==> config.mk <==
export PLATFORM = sky130hd
export DESIGN_NAME = event_monitor
export DESIGN_NICKNAME = d
export VERILOG_FILES = /design/src/rtl/event_monitor.sv
export SDC_FILE = /design/constraint.sdc
export NUM_CORES = 1
export LEC_CHECK = 0
export ABC_AREA = 1
export BUFFER_PORTS_ARGS = -buffer_cell sky130_fd_sc_hd__clkbuf_2
export CORE_UTILIZATION = 50
export DETAILED_ROUTE_END_ITERATION = 6
export MAX_ROUTING_LAYER = met4
export PLACE_DENSITY = 0.75
export SLEW_MARGIN = 10
export SYNTH_ARGS = -nofsm -noshare
export SYNTH_HDL_FRONTEND = slang
export SYNTH_SLANG_ARGS = --single-unit
export TNS_END_PERCENT = 5
==> constraint.sdc <==
create_clock -name Clk -period 4.7 [get_ports Clk]
set_clock_uncertainty 0.2 [all_clocks]
set_input_delay 0.235 -clock Clk [delete_from_list [all_inputs] [get_ports Clk]]
set_output_delay 0.235 -clock Clk [all_outputs]
set_load 0.005 [all_outputs]
==> src/rtl/event_monitor.sv <==
// event_monitor: checks home-controller events, counts them, and queues them for a timed 7-segment display
module event_monitor #(
   parameter int HOLD  = 8,
   parameter int CNT_W = 8
) (
   input  logic             Clk,
   input  logic             Rst,
   input  logic [2:0]       code,
   input  logic [5:0]       act,
   input  logic [2:0]       sel,
   output logic [2:0]       shown,
   output logic [6:0]       seg,
   output logic [2:0]       level,
   output logic [CNT_W-1:0] cnt,
   output logic             err,
   output logic             ovf
);
   typedef enum logic {IDLE, SHOW} state_t;
   state_t           state;
   logic [2:0]       prev_code;
   logic [2:0]       fifo [4];
   logic [1:0]       rd_ptr, wr_ptr;
   logic [7:0]       timer;
   logic [CNT_W-1:0] counters [8];
   logic             valid, accept, pop, push;
   // Classify the code/act pair and decide this edge's FIFO push and pop
   always_comb begin
      valid  = (code == 3'd0) ? (act == 6'd0) : (code != 3'd7) && (act == (6'd1 << (3'd6 - code)));
      accept = valid && code != 3'd0 && code != prev_code;
      pop    = level != 3'd0 && (state == IDLE || timer == 8'd0);
      push   = accept && (level != 3'd4 || pop);
   end
   // Event intake: sticky flags, edge detection, saturating counters and FIFO storage
   always_ff @(posedge Clk) begin
      if (Rst) begin
         err       <= 1'b0;
         ovf       <= 1'b0;
         prev_code <= 3'd0;
         rd_ptr    <= 2'd0;
         wr_ptr    <= 2'd0;
         level     <= 3'd0;
         for (int i = 0; i < 8; i++) counters[i] <= '0;
      end else begin
         prev_code <= code;
         if (!valid) err <= 1'b1;
         if (accept && !push) ovf <= 1'b1;
         if (accept && counters[code] != '1) counters[code] <= counters[code] + CNT_W'(1);
         if (push) begin
            fifo[wr_ptr] <= code;
            wr_ptr       <= wr_ptr + 2'd1;
         end
         if (pop) rd_ptr <= rd_ptr + 2'd1;
         level <= level + 3'(push) - 3'(pop);
      end
   end
   // Display FSM: take the FIFO head and hold it for HOLD cycles, chaining without gaps
   always_ff @(posedge Clk) begin
      if (Rst) begin
         state <= IDLE;
         shown <= 3'd0;
         timer <= 8'd0;
      end else if (pop) begin
         state <= SHOW;
         shown <= fifo[rd_ptr];
         timer <= 8'(HOLD - 1);
      end else if (state == SHOW) begin
         if (timer == 8'd0) begin
            state <= IDLE;
            shown <= 3'd0;
         end else timer <= timer - 8'd1;
      end
   end
   // Segment decode of the shown code and the counter read port
   always_comb begin
      case (shown)
         3'd1:    seg = 7'b0000110;
         3'd2:    seg = 7'b1011011;
         3'd3:    seg = 7'b1001111;
         3'd4:    seg = 7'b1100110;
         3'd5:    seg = 7'b1101101;
         3'd6:    seg = 7'b1111101;
         default: seg = 7'b0000000;
      endcase
      cnt = (sel == 3'd0 || sel == 3'd7) ? '0 : counters[sel];
   end
endmodule

Yosys cells after proc, flatten, opt, wreduce, memory -nomap -nowiden
Memory sizes are Yosys's and may differ from the RTL's. A register that Yosys moved wholly into a read port is not among the register bits.
Index checks and enable logic that the tools add are counted.

operators by class
  reduce and logical (&&, ||, !) cells = 24
  shift-type cells = 1
  bitwise operators = 2
  equality and inequality tests = 13
  mux-type cells = 25
  $add $sub $neg = 7

operator list
  operator                                                            number
  7-bit one-hot mux with 6 select lines                               1
  3-bit two-way mux                                                   7
  8-bit two-way mux                                                   2
  1-bit two-way mux                                                   13
  3-bit == test, second input constant                                4
  8-bit by 1-bit adder with 8-bit output, second input constant       1
  8-bit zero test                                                     1
  8-bit != test, second input constant                                1
  8-bit OR reduction                                                  1
  8-bit by 1-bit subtractor with 8-bit output, second input constant  1
  1-bit logical AND                                                   7
  3-bit by 2-bit == test with 1-bit output, second input constant     2
  6-bit == test                                                       1
  3-bit zero test                                                     2
  6-bit zero test                                                     1
  3-bit != test, second input constant                                2
  2-bit AND reduction                                                 3
  3-bit nonzero test                                                  2
  1-bit by 3-bit << shifter with 6-bit output, first input constant   1
  2-bit by 1-bit adder with 2-bit output, second input constant       2
  2-bit two-way mux                                                   2
  2-bit nonzero test                                                  2
  3-bit by 1-bit adder with 3-bit output                              1
  3-bit by 1-bit == test with 1-bit output, second input constant     1
  other kinds (8)                                                     11

word-level totals
  input port bits = 14
  memories kept = 2
  RAM bits = 76
  logic and storage cells = 84
  output and inout bits = 23
  bits in registers = 24

memories
  name      depth  bits a word  rd ports  clocked after Yosys merged registers in  wr ports  RTL line  RTL
  counters  8      8            2         0                                        8         24        logic [CNT_W-1:0] counters [8];
  fifo      4      3            1         1                                        1         21        logic [2:0] fifo [4];

Longest topological paths before layout
Gate-level depths: netlist of the first run.

  word-level depth = 13
  mapped depth = 16
  mapped depth without buffers = 15

Worst setup path after synthesis of the first run
No wires, ideal clock.

  path kind = input to register
  from = input code[2]
  to = memory counters[1][0], enable pin
  data required time = 4,199 ps
  path buffers = 3
  data arrival time = 2,220 ps
  setup time = 301 ps
  slack = 1,978 ps
  stages on the path = 12
  cell sequence = buf_2 > inv_1 > buf_2 > buf_1 > nand2_1 > nand2_1 > ha_1 > nand3_1 > nor2_1 > nand3_2 > nand3_2 > nand2_1

RTL lines
  element             RTL line  RTL
  start: declaration  8         input logic [2:0] code,
  end: declaration    24

==> metrics.csv, run 1 <==
stage,metric,value,unit
layout,fin_area,6176,um2
routing,firstDrtPassIters,7,
routing,vias,5096,
synthesis,synth_flop_cell,edfxtp_1,
synthesis,ys_types,31,
grt,grt_pass1_vias,4626,
timing,max_freq,0.3119,GHz
clock_network,clock_latency,0.39,ns
power_and_ir_drop,irDropWorstVdd,0.2804,mV
clock_network,tritoncts,done,
layout,regArea,2803,um2
worst_setup_path,r2r_cells,15,
die,die_area,11700,um2
power_and_ir_drop,p_leak,0.002802,uW
routing,drtAntennaViolNets,0,
worst_setup_path,arrival,3.06,ns
worst_setup_path,crit_path_end_kind,flop,
worst_setup_path,start_kind,primary input,
clock_network,clkTransAtPathRegs,0.10,ns
synthesis,ys_seq_area_share,49.73,%
routing,totalWireLength,15.69,mm
worst_setup_path,crit_type,in2reg,
layout,fin_nets,798,
worst_hold_path,hold_path_class,in2reg,
synthesis,synth_enable_flop_cells,76,
timing,hold_viol,0,
routing,drc_errors,0,
synthesis,yosysWarningCount,0,
worst_setup_path,cp_data_required_time,4.55,ns
synthesis,syn_area,5635,um2
grt,grt_start_max_net_pins,35,
placement,placed_area,5976,um2
die,die_h,108.2,um
grt,antenna_found_initial,0,
worst_setup_path,r2r_setup_slack,1.60,ns
placement,post-dp-hpwl,11.50,mm
die,io_pins,37,
timing,tightest_slew,0.9364,ns
routing,avgRoutedWirePerCell,17.06,um
timing,setup_tns,0,ns
clock_network,numCtsBuffers,9,
placement,gp_congestion,0.9771,
die,die_width,108.2,um
worst_hold_path,whs_path_depth,3,
timing,layout_setup_ws,1.493,ns
clock_network,root_buffer,clkbuf_8,
synthesis,synth_cells,735,
die,core,10890,um2
layout,drive_gt1_share,8.846,%
routing,viasPerCell,5.539,
timing,final-setup-viol-count,0,
synthesis,ys_async_sr_fraction,0,%
worst_setup_path,path_max_fanout,25,
layout,final_util,56.72,%
clock_network,post-cts-setup-buffer-count,0,
layout,layout_common_cells,"nand2_1 (204), nor2_1 (147), edfxtp_1 (76), inv_1 (66), o21ai_0 (66)",
clock_network,ctsHoldBuffers,0,
die,rows,38,
timing,fin_crit_sh,68.22,%
layout,area_delta_synth_final,9.591,%
die,initial_core_util,51.76,%
worst_hold_path,min_to,prev_code[2]$_SDFF_PP0_,
power_and_ir_drop,power_density,381.1,nW/um2
grt,grt_pass1_wl,24.37,mm
synthesis,ys_seq_elements,102,
placement,port-buffer-count,36,
routing,drt-initial-drc-count,576,
timing,period_needed,3.207,ns
grt,grt_util_all_layers,29.56,%
clock_network,clock_sinks,102,
timing,rsz0062_at_grt,false,
timing,slew_violations,0,
placement,pre_cts_ws,1.177,ns
synthesis,syn_area_per_cell,7.667,um2
layout,layout_commonest_cell,nand2_1,
layout,antenna-diode-count,0,
worst_setup_path,reg2reg_to,level[2]$_SDFF_PP0_,
worst_setup_path,r2r_start,timer[0]$_SDFFE_PP0P_,
clock_network,htreeDepth,3,
timing,slew_headroom,37.50,%
job,cap_violations,0,
worst_hold_path,hold_start,code[2],
layout,nFillCells,1016,
grt,grt_overflow_total,0,
layout,multi_input_area,2502,um2
status,status,"complete, no violations",
clock_network,clockBufferDepth,2,
clock_network,ctsResizeCount,0,
## area by class of cell
type | instances | area share, %
clock buffer | 12 | 2.694
clock inverter | 4 | 0.5470
inverter | 66 | 4.011
multi-input combinational | 551 | 40.52
sequential | 102 | 45.38
tap | 140 | 2.836
timing repair buffer | 45 | 4.011
## routing by layer
metal / up-vias / routed length, um / track usage, %
li1: 2460 / - / -
met1: 2340 / 6860 / 39.41
met2: 245 / 6861 / 42.68
met3: 51 / 1305 / 4.943
met4: 0 / 664 / 16.54
met5: - / 0 / -
## stage by stage
stage          power (uW)  hold WS, ns  instances
2_1_floorplan        1577       0.1339        750
3_3_place_gp         1770       0.2498        904
3_5_place_dp         1798       0.2686        904
4_1_cts              2361       0.1074        920
5_1_grt              2510       0.1450        920
6_report             2353       0.1034        920
## flip-flops by register name (all words and copies together), names as in the netlist, named ones only
register   cells
level          3
counters      64
fifo          12
ovf            1
err            1
wr_ptr         2
prev_code      3
rd_ptr         2
timer          8
state          1
shown          3
## where the power goes
group	total [uW]	switching (uW)	internal, uW
combinational	659	432	227
sequential	1130	69.3	1060
clock	569	322	247
## logic make-up (layout without fill, tap and decap cells)
kind of cell               after synthesis  after routing  share of synthesized area (%)
AOI/OAI and AO/OA                      110            110                          10.46
xor gates and xnor gates                 9              9                          1.399
adders and majority gates                9              9                          2.132
buffers and inverters                   97            127                          6.861
DFF                                    102            102                          49.73
other                                    1             16                        0.06654
and+or+nand+nor                        407            407                          29.35
## how the worst max path moves through the flow
stage                     slack, ns                           end                  start
after global routing           1.23           level[2]$_SDFF_PP0_  timer[0]$_SDFFE_PP0P_
after CTS                      1.59  counters[6][4]$_SDFFCE_PN0P_                code[0]
after detailed placement       1.18  counters[6][5]$_SDFFCE_PN0P_                code[0]
after global placement         1.28  counters[2][7]$_SDFFCE_PN0P_                code[0]
final                          1.49  counters[6][4]$_SDFFCE_PN0P_                code[0]
after floorplan                1.98  counters[1][0]$_SDFFCE_PN0P_                code[2]
## cells in the mapped netlist (6+ instances only)
master | n | area share (%)
a21oi_1 | 20 | 1.8
a31oi_1 | 9 | 1.0
buf_2 | 6 | 0.53
clkbuf_1 | 18 | 1.2
dfxtp_1 | 26 | 9.2
edfxtp_1 | 76 | 40
ha_1 | 8 | 1.8
inv_1 | 66 | 4.4
nand2_1 | 204 | 14
nand3_1 | 37 | 3.3
nand3_2 | 7 | 1.2
nand4_1 | 6 | 0.67
nor2_1 | 147 | 9.8
o21ai_0 | 66 | 5.9
o22ai_1 | 9 | 1.0
xor2_1 | 8 | 1.2
## worst max-delay path: stages
cell and delay [ns]:
clkbuf_2 0.33, nor2_1 0.49, a21oi_1 0.17, nand2_1 0.08
nand2_1 0.05, nand2_1 0.36, ha_1 0.31, nand3_1 0.09
nor2_1 0.18, nand3_2 0.27, nand3_2 0.24, nand2_1 0.24
Power figures use the tool's default switching activity.
==> run 2: changes to the inputs <==
--- a/config.mk
+++ b/config.mk
@@ -5,7 +5,7 @@
 export SDC_FILE = /design/constraint.sdc
 export NUM_CORES = 1
 export LEC_CHECK = 0
-export ABC_AREA = 1
+export ABC_AREA = 0
 export BUFFER_PORTS_ARGS = -buffer_cell sky130_fd_sc_hd__clkbuf_2
 export CORE_UTILIZATION = 50
 export DETAILED_ROUTE_END_ITERATION = 6
==> constraint.sdc (replaced) <==
create_clock -name Clk -period 3.2 [get_ports Clk]
set_clock_uncertainty 0.2 [all_clocks]
set_input_delay 0.16 -clock Clk [delete_from_list [all_inputs] [get_ports Clk]]
set_output_delay 0.16 -clock Clk [all_outputs]
set_load 0.005 [all_outputs]
==> run 2 against run 1 <==
Synthesized cell count decreased by 36%. Clock power grew 44%. Combinational power is 44% higher. Wire length fell by 14%. Total power grew 47%. First-iteration DRC count decreased by 15%. Utilization rose by 2.1 points. Cell count fell by 27%. Critical path depth fell by 1. Die area shrank 2.1%. Largest cell class unchanged.
==> metrics.csv, run 2 <==
stage,metric,value,unit,change
power_and_ir_drop,irDropWorstVdd,0.3488,mV,+24%
grt,antenna_found_initial,0,,unchanged
worst_setup_path,cp_data_required_time,3.26,ns,-1.29 ns
worst_setup_path,path_max_fanout,6,,-76%
grt,grt_pass1_wl,21.60,mm,-11%
worst_setup_path,cpMaxStageDelayCell,or3_1,,
layout,reg_top3,"counters: 64 flops, fifo: 12 flops, timer: 8 flops",,
die,initial_core_util,52.51,%,+0.75 points
routing,totalWireLength,13.48,mm,-14%
layout,finalNonFillerCells,670,,-27%
placement,port-buffer-count,36,,unchanged
synthesis,synth_top_area_cell,edfxtp_1,,
timing,period_needed,3.017,ns,
timing,tightest_slew,0.6538,ns,-0.2826 ns
synthesis,ys_types,69,,+120%
layout,nFillCells,835,,-18%
placement,dpl.cell_count,654,,-28%
synthesis,yosysMostFrequentCell,edfxtp_1,,
clock_network,ctsResizeCount,0,,unchanged
synthesis,synthTopCellsByArea,"edfxtp_1 (41%), dfxtp_1 (9.4%), mux4_2 (6.5%)",,
layout,area_delta_synth_final,12.04,%,
worst_setup_path,cp_top_family,simple AND/OR/NAND/NOR gates,,
grt,grt_overflow_total,0,,unchanged
timing,hold_viol,0,,unchanged
timing,layout_setup_ws,0.1832,ns,-1.310 ns
synthesis,syn_area,5518,um2,-2.1%
layout,largest_reg_flops,64,,unchanged
worst_setup_path,arrival,3.07,ns,about the same
routing,drc_errors,0,,unchanged
clock_network,clock_latency,0.39,ns,about the same
placement,gp_congestion,0.9347,,-4.3%
synthesis,ys_async_sr_fraction,0,%,unchanged
synthesis,yosysWarningCount,0,,unchanged
die,die_area,11460,um2,-2.1%
routing,avgRoutedWirePerCell,20.12,um,+18%
layout,layout_common_cells,"edfxtp_1 (76), nor2_1 (43), buf_4 (37), clkbuf_2 (36), nor3_1 (34)",,
worst_setup_path,crit_buf_inv,1,,unchanged
synthesis,synth_top_area_share,41.36,%,+0.86 points
worst_setup_path,crit_chain,"or3_1, o41a_1, and3_2, nor2_1, mux2_1, ha_1, inv_1, fa_1, xor2_1, xnor2_1, nor2_1",,
routing,drt-initial-drc-count,487,,-15%
worst_setup_path,crit_type,reg2reg,,
layout,layout_commonest_cell,edfxtp_1,,
routing,firstDrtPassIters,5,,-2
clock_network,numCtsBuffers,9,,unchanged
power_and_ir_drop,p_leak,0.002243,uW,-20%
synthesis,synth_flop_cell,edfxtp_1,,
synthesis,ys_seq_elements,102,,unchanged
grt,grt_start_max_net_pins,43,,+23%
layout,fin_nets,552,,-31%
routing,viasPerCell,6.194,,+12%
timing,max_freq,0.3315,GHz,
clock_network,htreeDepth,3,,unchanged
timing,final-setup-viol-count,0,,unchanged
die,die_h,107.1,um,-1.0%
clock_network,clkTransAtPathRegs,0.11,ns,about the same
timing,rsz0062_at_grt,false,,
layout,top_register,counters,,
status,status,"complete, no violations",,
synthesis,synth_commonest_cells,"edfxtp_1 (76), nor2_1 (43), nor3_1 (34)",,
placement,post-dp-hpwl,9.948,mm,-13%
timing,slew_violations,0,,unchanged
worst_setup_path,cpMostUsedCell,nor2_1,,
layout,antenna-diode-count,0,,unchanged
clock_network,ctsHoldBuffers,0,,unchanged
routing,drtAntennaViolNets,0,,unchanged
placement,pre_cts_ws,0.1259,ns,-1.051 ns
timing,fin_crit_sh,94.28,%,
synthesis,synth_enable_flop_cells,76,,unchanged
die,core,10510,um2,-3.5%
clock_network,clock_sinks,102,,unchanged
clock_network,tritoncts,done,,
grt,grt_util_all_layers,26.12,%,-3.4 points
die,die_width,107.1,um,-1.0%
job,cap_violations,0,,unchanged
routing,vias,4150,,-19%
worst_setup_path,cpPeakStageDelay,0.44,ns,-0.05 ns
timing,slew_headroom,55.84,%,+18 points
power_and_ir_drop,power_density,559.5,nW/um2,+47%
synthesis,ys_seq_area_share,50.79,%,+1.1 points
clock_network,root_buffer,clkbuf_8,,
synthesis,syn_area_per_cell,11.79,um2,+54%
synthesis,synth_cells,468,,-36%
grt,grt_pass1_vias,3837,,-17%
worst_setup_path,start_kind,flop,,
die,io_pins,37,,unchanged
layout,drive_gt1_share,24.72,%,+16 points
clock_network,clockBufferDepth,2,,unchanged
die,rows,37,,-2.6%
worst_hold_path,hold_path_class,in2reg,,
worst_setup_path,crit_path_end_kind,flop,,
clock_network,post-cts-setup-buffer-count,0,,unchanged
run 2: changes by cell type in the layout (fill, tap and decap cells not counted), sizes merged, moves of 10 or more:
cell    before  now
nand2      204   20
nor2       149   43
inv         69   12
o21ai       66   11
nand3       44   10
nor3         1   34
buf          9   38
mux4         0   18
a211oi       0   11
nand2b       0   11
nor2b        0   10
run 2: area by class of cell:
type,instances,area [um2],area share [%]
clock buffer,10,148.9,2.408
clock inverter,6,48.80,0.7893
inverter,10,37.54,0.6072
multi-input combinational,332,2496,40.38
sequential,102,2803,45.33
tap,136,170.2,2.752
timing repair buffer,74,478.0,7.731
run 2: worst reg2reg max path: stages, from the launching register on:
cell and delay, ns:
dfxtp_1 0.36, or3_1 0.44, o41a_1 0.42, and3_2 0.30, nor2_1 0.11, mux2_1 0.16, ha_1 0.14, inv_1 0.04
fa_1 0.37, xor2_1 0.17, xnor2_1 0.13, nor2_1 0.05
run 2: logic make-up (layout without fill, tap and decap cells):
family,count (synthesis),count (layout),synth area share (%)
AOI/OAI and AO/OA,86,86,11.47
xor gates and xnor gates,16,16,2.540
adders and majority gates,9,9,2.177
buffers and inverters,49,100,5.011
DFF,102,102,50.79
muxes,36,36,11.41
other,1,16,0.06796
and+or+nand+nor,169,169,16.53
run 2: per-layer routing:
metal / up-vias / global-route usage (%) / wire [um]
met5: - / - / 0
li1: 1891 / - / -
met4: 0 / 7.241 / 178
met1: 2025 / 38.78 / 6201
met3: 18 / 6.565 / 1301
met2: 216 / 35.30 / 5801
run 2: power by group:
group / total [uW] / switching (uW) / internal (uW)
Combinational: 950 / 506 / 444
Clock: 817 / 475 / 342
Sequential: 1690 / 144 / 1550
Total: 3460 / 1130 / 2330
run 2: metrics by stage:
stage / cell area, um2 / setup TNS [ns] / utilization [%] / hold slack [ns] / power [uW]
4_1_cts: 6181 / 0 / 58.82 / 0.06046 / 3470
3_5_place_dp: 5983 / 0 / 56.94 / 0.2386 / 2663
5_1_grt: 6182 / 0 / 58.83 / 0.05755 / 3652
2_1_floorplan: 5574 / -1.006 / - / 0.05887 / 2354
3_3_place_gp: 5983 / 0 / 56.94 / 0.2328 / 2620
6_report: 6182 / 0 / 58.83 / 0.07532 / 3459
run 2: final timing paths:
kind / start / cells after the start / endpoint / slack [ns]
worst min register to register: err$_SDFFE_PP0P_ / 2 / err$_SDFFE_PP0P_ / 0.25
worst max register to register: timer[3]$_SDFFE_PP0P_ / 11 / level[2]$_SDFF_PP0_ / 0.18
worst min-delay path: code[1] / 1 / fifo[2][1]$_DFFE_PP_ / 0.08
worst max-delay path: timer[3]$_SDFFE_PP0P_ / 11 / level[2]$_SDFF_PP0_ / 0.18
==> run 3: changes to the inputs <==
--- a/config.mk
+++ b/config.mk
@@ -11,6 +11,8 @@
 export DETAILED_ROUTE_END_ITERATION = 6
 export MAX_ROUTING_LAYER = met4
 export PLACE_DENSITY = 0.75
+export RECOVER_POWER = 100
+export SETUP_SLACK_MARGIN = 0.3
 export SLEW_MARGIN = 10
 export SYNTH_ARGS = -nofsm -noshare
 export SYNTH_HDL_FRONTEND = slang
==> run 3 against run 2 <==
The run now ends with capacitance limit, slew limit left. Highest routed layer unchanged. Setup slack worse by 0.10 ns. Critical path depth fell by 1. Largest power group unchanged. Register-to-register slack worse by 0.10 ns. Non-clock buffer count up 2. Combinational power down 2%. Fmax shrank 3.3%. Die area is the same. Clock power down 4.5%. Via count fell by 2.2%.
==> metrics.csv, run 3 (same netlist as run 2, synthesis figures left out) <==
stage,metric,value,unit,change
routing,drt-initial-drc-count,310,,-36%
power_and_ir_drop,power_density,553.1,nW/um2,-1.2%
layout,layout_commonest_cell,edfxtp_1,,
worst_setup_path,r2r_cells,10,,-1
die,rows,37,,unchanged
power_and_ir_drop,pwr-share-comb,27.4,%,about the same
grt,antenna_found_initial,0,,unchanged
die,io_pins,37,,unchanged
clock_network,clock_sinks,102,,unchanged
grt,grt_util_all_layers,25.78,%,-0.34 points
layout,top_register,counters,,
timing,tightest_slew,2.179,ns,+1.525 ns
timing,period_needed,3.118,ns,+0.1015 ns
power_and_ir_drop,p_leak,0.002184,uW,-2.6%
power_and_ir_drop,switching_share,33.03,%,+0.50 points
placement,post-dp-hpwl,9.703,mm,-2.5%
die,initial_core_util,52.51,%,unchanged
grt,top_usage_layer,met2,,
power_and_ir_drop,p_sw,1124,uW,-0.12%
grt,grt_use_met3,3.769,%,-2.8 points
layout,reg_top3,"counters: 64 flops, fifo: 12 flops, timer: 8 flops",,
worst_hold_path,min_to,fifo[0][1]$_DFFE_PP_,,
worst_setup_path,reg2reg_to,counters[2][6]$_SDFFCE_PN0P_,,
worst_hold_path,hold_path_class,in2reg,,
timing,slew_violations,43,,+43
routing,avgRoutedWirePerCell,19.78,um,-1.7%
grt,grt_overflow_total,0,,unchanged
die,core,10510,um2,unchanged
clock_network,ctsHoldBuffers,0,,unchanged
status,failed_checks,"capacitance limit, slew limit",,
grt,grt_pass1_vias,3994,,+4.1%
placement,port-buffer-count,36,,unchanged
clock_network,clkTransAtPathRegs,0.10,ns,about the same
die,die_area,11460,um2,unchanged
layout,largest_reg_flops,64,,unchanged
worst_setup_path,path_max_fanout,5,,-1
worst_setup_path,start_kind,flop,,
clock_network,root_buffer,clkbuf_8,,
layout,nFillCells,864,,+3.5%
worst_hold_path,hold_start,code[1],,
worst_setup_path,r2r_setup_slack,0.08,ns,-0.10 ns
grt,met2_usage,42.07,%,+6.8 points
job,cap_violations,1,,+1
clock_network,clock_latency,0.38,ns,about the same
layout,drive_gt1_share,22.39,%,-2.3 points
placement,gp_congestion,0.9043,,-3.3%
timing,final-setup-viol-count,0,,unchanged
status,status,"complete, but fails checks",,
grt,grt_start_max_net_pins,43,,unchanged
worst_setup_path,arrival,3.02,ns,-0.05 ns
timing,setup_tns,0,ns,unchanged
worst_setup_path,cp_data_required_time,3.11,ns,-0.15 ns
worst_setup_path,r2r_start,counters[1][0]$_SDFFCE_PN0P_,,
grt,use_met1,32.15,%,-6.6 points
timing,hold_viol,0,,unchanged
layout,layout_common_cells,"edfxtp_1 (76), nor2_1 (43), nor3_1 (34), clkbuf_2 (34), dfxtp_1 (26)",,
routing,drtAntennaViolNets,0,,unchanged
power_and_ir_drop,power.clock.fraction,22.9,%,-0.7 points
layout,area_delta_synth_final,11.50,%,
timing,slew_headroom,-45.26,%,-100 points
timing,fin_hold_ws,0.01661,ns,-0.05871 ns
clock_network,numCtsBuffers,9,,unchanged
routing,firstDrtPassIters,5,,unchanged
clock_network,tritoncts,done,,
power_and_ir_drop,internal-power,2279,uW,-2.4%
grt,grt_pass1_wl,21.27,mm,-1.5%
worst_hold_path,whs_path_depth,1,,unchanged
clock_network,clockBufferDepth,2,,unchanged
worst_setup_path,crit_type,reg2reg,,
layout,antenna-diode-count,0,,unchanged
timing,max_freq,0.3207,GHz,-3.3%
routing,totalWireLength,13.29,mm,-1.4%
routing,vias,4060,,-2.2%
power_and_ir_drop,irDropWorstVdd,0.6236,mV,+79%
routing,drc_errors,0,,unchanged
power_and_ir_drop,p_seq_share,49.7,%,+0.8 points
worst_setup_path,crit_path_end_kind,flop,,
clock_network,htreeDepth,3,,unchanged
routing,viasPerCell,6.042,,-2.5%
timing,rsz0062_at_grt,true,,
die,die_h,107.1,um,unchanged
timing,fin_crit_sh,97.45,%,+3.2 points
layout,fin_nets,554,,+0.36%
die,die_width,107.1,um,unchanged
[run 3: cell count changes in the layout (fill, tap and decap cells not counted), sizes merged]
cell and delta:
buf -14, clkbuf +15, clkinv +1
[run 3: power by group through the flow]
stage	clock network, uW	registers [uW]	logic (uW)
floorplan	0	1670	683
global placement	0	1700	918
detailed placement	0	1710	949
CTS	802	1680	956
global route	852	1710	1040
finish	780	1690	932
[run 3: area by class of cell]
| class | count | area, um2 | area share [%] |
|---|---|---|---|
| Inverter | 10 | 37.54 | 0.6101 |
| Multi-Input combinational cell | 332 | 2512 | 40.84 |
| Clock inverter | 7 | 62.56 | 1.017 |
| Timing Repair Buffer | 76 | 442.9 | 7.200 |
| Clock buffer | 9 | 123.9 | 2.013 |
| Sequential cell | 102 | 2803 | 45.56 |
| Tap cell | 136 | 170.2 | 2.766 |
[run 3: through the flow]
step | setup slack [ns] | cells | util [%] | total power (uW) | cell area, um2
2_1_floorplan | 0.1636 | 483 | - | 2355 | 5582
3_3_place_gp | 0.1535 | 656 | 57.27 | 2622 | 6018
3_5_place_dp | 0.08254 | 656 | 57.27 | 2664 | 6018
4_1_cts | 0.1773 | 672 | 59.08 | 3442 | 6208
5_1_grt | 0.07563 | 672 | 58.54 | 3607 | 6152
6_report | 0.08164 | 672 | 58.54 | 3403 | 6152
[run 3: worst max path at each step]
stage | start | endpoint | slack (ns) | cells past startpoint
after global placement | code[0] | counters[4][6]$_SDFFCE_PN0P_ | 0.15 | 12
final | counters[1][0]$_SDFFCE_PN0P_ | counters[2][6]$_SDFFCE_PN0P_ | 0.08 | 10
after detailed placement | code[2] | level[2]$_SDFF_PP0_ | 0.08 | 14
after floorplan | code[0] | counters[4][0]$_SDFFCE_PN0P_ | 0.16 | 12
after CTS | counters[7][1]$_SDFFCE_PN0P_ | counters[4][7]$_SDFFCE_PN0P_ | 0.18 | 10
after global routing | counters[0][0]$_SDFFCE_PN0P_ | counters[1][5]$_SDFFCE_PN0P_ | 0.08 | 10
[run 3: worst max-delay path, cell delays in order (launching register included)]
cell and delay [ns]:
edfxtp_1 0.41, mux4_2 0.27, nand2_1 0.05, nand2_1 0.09
ha_1 0.26, nand4_1 0.15, nor4b_1 0.54, clkbuf_1 0.24
or3_1 0.18, clkbuf_1 0.36, nor3_1 0.09
[run 3: repair_timing]
item | CTS | global route
pin swaps | 0 | 1
setup buffers | 0 | 0
resized for setup | 1 | 8
endpoints found under the hold margin | 0 | 0
setup endpoints to repair | 45 | 51
[run 3: per-layer routing]
metal / routed length, um / up-vias
li1: - / 1896
met3: 797 / 31
met1: 5482 / 1995
met4: 354 / 0
met5: 0 / -
met2: 6656 / 138
